File: src/rtl/nn_argmax_if.sv
// Handshake bundle for nn_argmax: score vector in, winning class and score out.
interface nn_argmax_if #(
  parameter int OUTPUT_SIZE = 5,
  parameter int WIDTH       = 16,
  parameter int IDX_W       = 3
);
  logic                         in_valid;
  logic                         in_ready;
  logic [OUTPUT_SIZE*WIDTH-1:0] scores;
  logic                         out_valid;
  logic                         out_ready;
  logic [IDX_W-1:0]             class_idx;
  logic [WIDTH-1:0]             max_score;

  modport master (
    output in_valid, scores, out_ready,
    input  in_ready, out_valid, class_idx, max_score
  );

  modport slave (
    input  in_valid, scores, out_ready,
    output in_ready, out_valid, class_idx, max_score
  );
endinterface

File: src/rtl/nn_argmax.sv
// Sequential argmax over a captured vector of signed scores, one comparison per clock.
// Ties keep the earlier index, so the lowest index among equal maxima wins.
module nn_argmax #(
  parameter int OUTPUT_SIZE = 5,
  parameter int WIDTH       = 16,
  parameter int IDX_W       = 3
) (
  input  logic        clk,
  input  logic        rst_n,
  nn_argmax_if.slave  bus
);
  localparam logic [1:0] IDLE = 2'd0;
  localparam logic [1:0] SCAN = 2'd1;
  localparam logic [1:0] DONE = 2'd2;

  logic [1:0]                   state_q, state_d;
  logic [IDX_W-1:0]             cnt_q, cnt_d;
  logic [IDX_W-1:0]             best_idx_q, best_idx_d;
  logic signed [WIDTH-1:0]      best_val_q, best_val_d;
  logic [OUTPUT_SIZE*WIDTH-1:0] cap_q, cap_d;
  logic signed [WIDTH-1:0]      cur_score;

  // Mux the captured score selected by cnt; avoids an out-of-range array index.
  always_comb begin
    cur_score = '0;
    for (int k = 0; k < OUTPUT_SIZE; k++) begin
      if (cnt_q == IDX_W'(k)) begin
        cur_score = cap_q[k*WIDTH +: WIDTH];
      end
    end
  end

  always_comb begin
    state_d    = state_q;
    cnt_d      = cnt_q;
    best_idx_d = best_idx_q;
    best_val_d = best_val_q;
    cap_d      = cap_q;
    case (state_q)
      IDLE: begin
        if (bus.in_valid) begin
          cap_d      = bus.scores;
          best_val_d = bus.scores[WIDTH-1:0];
          best_idx_d = '0;
          cnt_d      = IDX_W'(1);
          state_d    = (OUTPUT_SIZE > 1) ? SCAN : DONE;
        end
      end
      SCAN: begin
        if (cur_score > best_val_q) begin
          best_val_d = cur_score;
          best_idx_d = cnt_q;
        end
        if (cnt_q == IDX_W'(OUTPUT_SIZE - 1)) begin
          state_d = DONE;
        end else begin
          cnt_d = cnt_q + IDX_W'(1);
        end
      end
      DONE: begin
        if (bus.out_ready) begin
          state_d = IDLE;
        end
      end
      default: state_d = IDLE;
    endcase
  end

  always_ff @(posedge clk or negedge rst_n) begin
    if (!rst_n) begin
      state_q    <= IDLE;
      cnt_q      <= '0;
      best_idx_q <= '0;
      best_val_q <= '0;
      cap_q      <= '0;
    end else begin
      state_q    <= state_d;
      cnt_q      <= cnt_d;
      best_idx_q <= best_idx_d;
      best_val_q <= best_val_d;
      cap_q      <= cap_d;
    end
  end

  assign bus.in_ready  = (state_q == IDLE);
  assign bus.out_valid = (state_q == DONE);
  assign bus.class_idx = best_idx_q;
  assign bus.max_score = best_val_q;
endmodule

File: src/flat_wrapper.sv
// flat-port wrapper written by rule: the top's interface ports become plain ports
module nn_argmax_flat 
#(
  parameter int OUTPUT_SIZE = 5,
  parameter int WIDTH       = 16,
  parameter int IDX_W       = 3
)
  (clk, rst_n, bus_in_valid, bus_scores, bus_out_ready, bus_in_ready, bus_out_valid, bus_class_idx, bus_max_score);
  nn_argmax_if #(.OUTPUT_SIZE(OUTPUT_SIZE), .WIDTH(WIDTH), .IDX_W(IDX_W)) bus_i ();
  input  logic clk;
  input  logic rst_n;
  input wire logic [$bits(bus_i.in_valid)-1:0] bus_in_valid;
  input wire logic [$bits(bus_i.scores)-1:0] bus_scores;
  input wire logic [$bits(bus_i.out_ready)-1:0] bus_out_ready;
  output wire logic [$bits(bus_i.in_ready)-1:0] bus_in_ready;
  output wire logic [$bits(bus_i.out_valid)-1:0] bus_out_valid;
  output wire logic [$bits(bus_i.class_idx)-1:0] bus_class_idx;
  output wire logic [$bits(bus_i.max_score)-1:0] bus_max_score;
  assign bus_i.in_valid = bus_in_valid;
  assign bus_i.scores = bus_scores;
  assign bus_i.out_ready = bus_out_ready;
  assign bus_in_ready = bus_i.in_ready;
  assign bus_out_valid = bus_i.out_valid;
  assign bus_class_idx = bus_i.class_idx;
  assign bus_max_score = bus_i.max_score;
  nn_argmax #(.OUTPUT_SIZE(OUTPUT_SIZE), .WIDTH(WIDTH), .IDX_W(IDX_W)) u_core (.clk(clk), .rst_n(rst_n), .bus(bus_i));
endmodule
File: config.mk
export PLATFORM = sky130hd
export DESIGN_NAME = nn_argmax_flat
export DESIGN_NICKNAME = d
export VERILOG_FILES = /design/src/rtl/nn_argmax_if.sv /design/src/rtl/nn_argmax.sv /design/src/flat_wrapper.sv
export SDC_FILE = /design/constraint.sdc
export NUM_CORES = 1
export LEC_CHECK = 0
export CORE_MARGIN = 4
export CORE_UTILIZATION = 35
export CTS_BUF_LIST = sky130_fd_sc_hd__clkbuf_16
export DETAILED_ROUTE_END_ITERATION = 8
export SLEW_MARGIN = 20
export SYNTH_ARGS = -nofsm -noshare
export SYNTH_HDL_FRONTEND = slang
export SYNTH_SLANG_ARGS = --single-unit
File: constraint.sdc
create_clock -name clk -period 4.2 [get_ports clk]
set_input_delay 0.63 -clock clk [delete_from_list [all_inputs] [get_ports clk]]
set_output_delay 0.63 -clock clk [all_outputs]
set_load 0.02 [all_outputs]
==> reports/results.tsv, run 1 <==
stage	metric	value	unit
outcome	status	finished, final reports clean	
cells_and_area	Design Area, Final	0.00687	mm2
placement	# port buffers	104	
placement	HPWL after detailed placement	11.1	mm
logic_synthesis	most instantiated library cell after synthesis	nand2_1	
logic_synthesis	Avg Cell Area, Syn	8.62	um2
run	Max-Cap Viols	0	
logic_synthesis	Commonest cells post-synth	273 x nand2_1, 104 x dfrtp_1, 31 x clkbuf_1, 23 x a21oi_1, 21 x ha_1	
setup_path	Critical Path RT	4440	ps
sta	# setup viols final	0	
cells_and_area	final cell count without fillers	906	
logic_synthesis	post-synthesis xor/xnor area fraction	0	%
cells_and_area	nets	818	
logic_synthesis	adder-cell area share of the yosys netlist	4.88	%
clock_tree	Clk pin slew, worst setup/hold paths	80	ps
drt	DR vias/cell	5.11	
drt	vias post-DR	4627	
die	Die Wd	132	um
logic_synthesis	main combinational cell family by area after synthesis	simple AND/OR/NAND/NOR gates	
setup_path	slowest library cell on the worst path	or4b_4	
die	Top Ports	105	
drt	WL/cell	17.3	um
setup_path	CP Cell Sequence	buf_4, ha_1, ha_1, nand2b_2, o22a_1, nor2_1, nor3_1, ha_1, nand4_2, nor3_2, nor3_1, or4b_4, nand3_4, mux2_2	
logic_synthesis	mux share of post-synthesis cell area	4.81	%
logic_synthesis	post-synthesis sequential area ratio	48.3	%
sta	setup TNS	0	ps
setup_path	delay of the slowest cell on the worst path	500	ps
die	Core Footprint	0.0151	mm2
drt	DRT iter0 DRCs	397	
drt	Post-Route WL	15.7	mm
logic_synthesis	Synth async-reset ratio	100	%
global_route	most used routing layer	met2	
power	maximum VDD drop	0.294	mV
power	pwr dens	884	mW/mm2
clock_tree	total CTS buffers	9	
global_route	vias in the first global route	4766	
logic_synthesis	Post-synth EDFFs	0	
drt	post-route ant nets	0	
setup_path	Setup crit start kind	flip-flop	
setup_path	critical path capture point type	flip-flop	
global_route	M3 GR Usage	5.34	%
setup_path	crit path DAT	4210	ps
drt	Residual DRC	0	
power	Final Power	6.07	mW
sta	highest clock rate	0.252	GHz
placement	Placed Area	0.00658	mm2
die	Die Area	0.0174	mm2
placement	Setup WS pre-CTS	124	ps
logic_synthesis	Yosys cell types	39	
cells_and_area	share of post-route cells with drive strength above 1	7.66	%
setup_path	kind of critical path	reg2reg	
clock_tree	Clock Path Buffers	2	
setup_path	crit path max fanout	16	
placement	Placed Cells	890	
sta	Max-slew headroom	42.7	%
logic_synthesis	Post-Synth Simple-Gate Area	24.5	%
die	Die Ht	132	um
global_route	largest net degree at the start of global routing	84	
logic_synthesis	Cells after Synth	625	
global_route	GRT overflow	0	
clock_tree	Clock Latency Late Sink	360	ps
clock_tree	H-Tree Depth	3	
logic_synthesis	Synth Area in Compound Gates	13.0	%
logic_synthesis	leading area contributor after synthesis	dfrtp_1	
placement	routability cong.	0.907	
logic_synthesis	Primary FF master, synth	dfrtp_1	
cells_and_area	Layout area overhead	27.5	%
logic_synthesis	top cell type's share of synthesized area	48.3	%
sta	max-slew violations	0	
hold_path	Hold Crit Class	in2async	
sta	clk_skew	9.16	ps
setup_path	cell mode on critical path	ha_1	
setup_path	critical path's top delay family	simple AND/OR/NAND/NOR gates	
global_route	Total Routing Usage GR	18.4	%
die	starting density of the core	35.6	%
die	site row count	45	
logic_synthesis	Cell Area, Synth	0.00539	mm2
drt	first drt pass iteration count	5	
cells_and_area	ant diodes	0	
logic_synthesis	Mapped Nets	730	
clock_tree	CTS hold repair buffers	0	
setup_path	Buf/Inv on CP	1	
logic_synthesis	number of warnings issued by yosys	0	
sta	Hold WS	378	ps
global_route	initial antenna violation count	0	
clock_tree	CTS tree	built	
power	leak pwr	3.31	nW
sta	crit share post-route	94.6	%
sta	final worst-path setup slack	229	ps
sta	Final Hold Viols	0	
sta	min Tclk post-route	3970	ps
clock_tree	CTS Root Cell	clkbuf_16	
logic_synthesis	largest cells by area after synthesis	dfrtp_1 48%, nand2_1 19%, ha_1 4.9%, mux2_4 2.8%, a22o_1 2.4%	
clock_tree	Clock Sinks	104	
sta	Worst Max-Slew Pin Slew	859	ps
global_route	global routing met2 resource utilization	27.0	%
global_route	M1 GR Usage	26.9	%
logic_synthesis	flops & latches, synth	104	
global_route	global-route wire length before repair	25.6	mm
cells_and_area	Final Util	45.4	%
-- what timing repair did --
item / CTS / global route
setup endpoints to repair: 0 / 16
resized for setup: 0 / 4
setup buffers: 0 / 0
-- power breakdown --
part / internal (mW) / leakage (nW) / total (mW) / switching, mW
Sequential: 1.49 / 1.30 / 1.84 / 0.350
Combinational: 1.55 / 1.87 / 3.43 / 1.88
Clock: 0.408 / 0.138 / 0.805 / 0.397
-- logic make-up after synthesis --
family,after synthesis
and+or+nand+nor,325
DFF,104
AOI/OAI and AO/OA,97
buffers and inverters,58
adders and majority gates,21
muxes,20
-- state kept, by name, indices dropped and copies added (netlist names) --
register,flops
u_core.bus.class_idx,3
u_core.bus.max_score,16
u_core.state_q,2
u_core.cnt_q,3
u_core.cap_q,80
-- per-layer routing --
metal / vias up / part of all wire, %
li1: 2262 / -
met1: 2227 / 50
met2: 127 / 44
met3: 11 / 5.4
met4: 0 / 1.2
met5: - / 0
-- cell usage in the layout (no fill, tap or decap), types with 2 or more instances in the layout --
| cell | count |
|---|---|
| o22a_1 | 15 |
| mux2_2 | 7 |
| mux2i_1 | 3 |
| a22o_1 | 15 |
| mux2_4 | 10 |
| o21ai_0 | 3 |
| nand2b_2 | 2 |
| clkinv_4 | 2 |
| nand2_2 | 2 |
| a21oi_1 | 23 |
| clkbuf_16 | 9 |
| nor3_1 | 16 |
| o22ai_1 | 17 |
| nor2_1 | 19 |
| ha_1 | 21 |
| clkinv_1 | 2 |
| nor2b_1 | 3 |
| o211ai_1 | 2 |
| dfrtp_1 | 104 |
| inv_1 | 20 |
| nand2_1 | 271 |
| buf_4 | 11 |
| inv_6 | 3 |
| clkdlybuf4s50_1 | 103 |
| o41ai_1 | 15 |
-- worst paths after layout --
path | slack [ps] | end | cells after the start | start
max reg2reg | 230 | u_core.bus.max_score[15]$_DFFE_PN0P_ | 14 | u_core.cnt_q[1]$_DFFE_PN0P_
min in group clk | 480 | u_core.cap_q[2]$_DFFE_PN0P_ | 2 | u_core.cap_q[2]$_DFFE_PN0P_
min | 380 | u_core.cap_q[59]$_DFFE_PN0P_ | 1 | rst_n
min reg2reg | 480 | u_core.cap_q[2]$_DFFE_PN0P_ | 2 | u_core.cap_q[2]$_DFFE_PN0P_
max in group asynchronous | 2960 | u_core.cap_q[15]$_DFFE_PN0P_ | 2 | rst_n
max | 230 | u_core.bus.max_score[15]$_DFFE_PN0P_ | 14 | u_core.cnt_q[1]$_DFFE_PN0P_
-- cell type report --
type	instances	area, um2
fill	1470	8280
tap	188	235
clock buffer	9	225
clock inverter	7	52.6
sequential	104	2600
multi-input combinational	463	2560
inverter	21	78.8
timing repair buffer	114	1110
Note: power is estimated with default switching activity, not from simulation.
==> run 2, diff against run 1 <==
--- a/config.mk
+++ b/config.mk
@@ -8,6 +8,7 @@
 export CORE_MARGIN = 4
 export CORE_UTILIZATION = 35
 export CTS_BUF_LIST = sky130_fd_sc_hd__clkbuf_16
+export CTS_CLUSTER_SIZE = 28
 export DETAILED_ROUTE_END_ITERATION = 8
 export SLEW_MARGIN = 20
 export SYNTH_ARGS = -nofsm -noshare
==> results of run 2 <==
No change in the layout: final DEF, timing and power equal those of run 1.
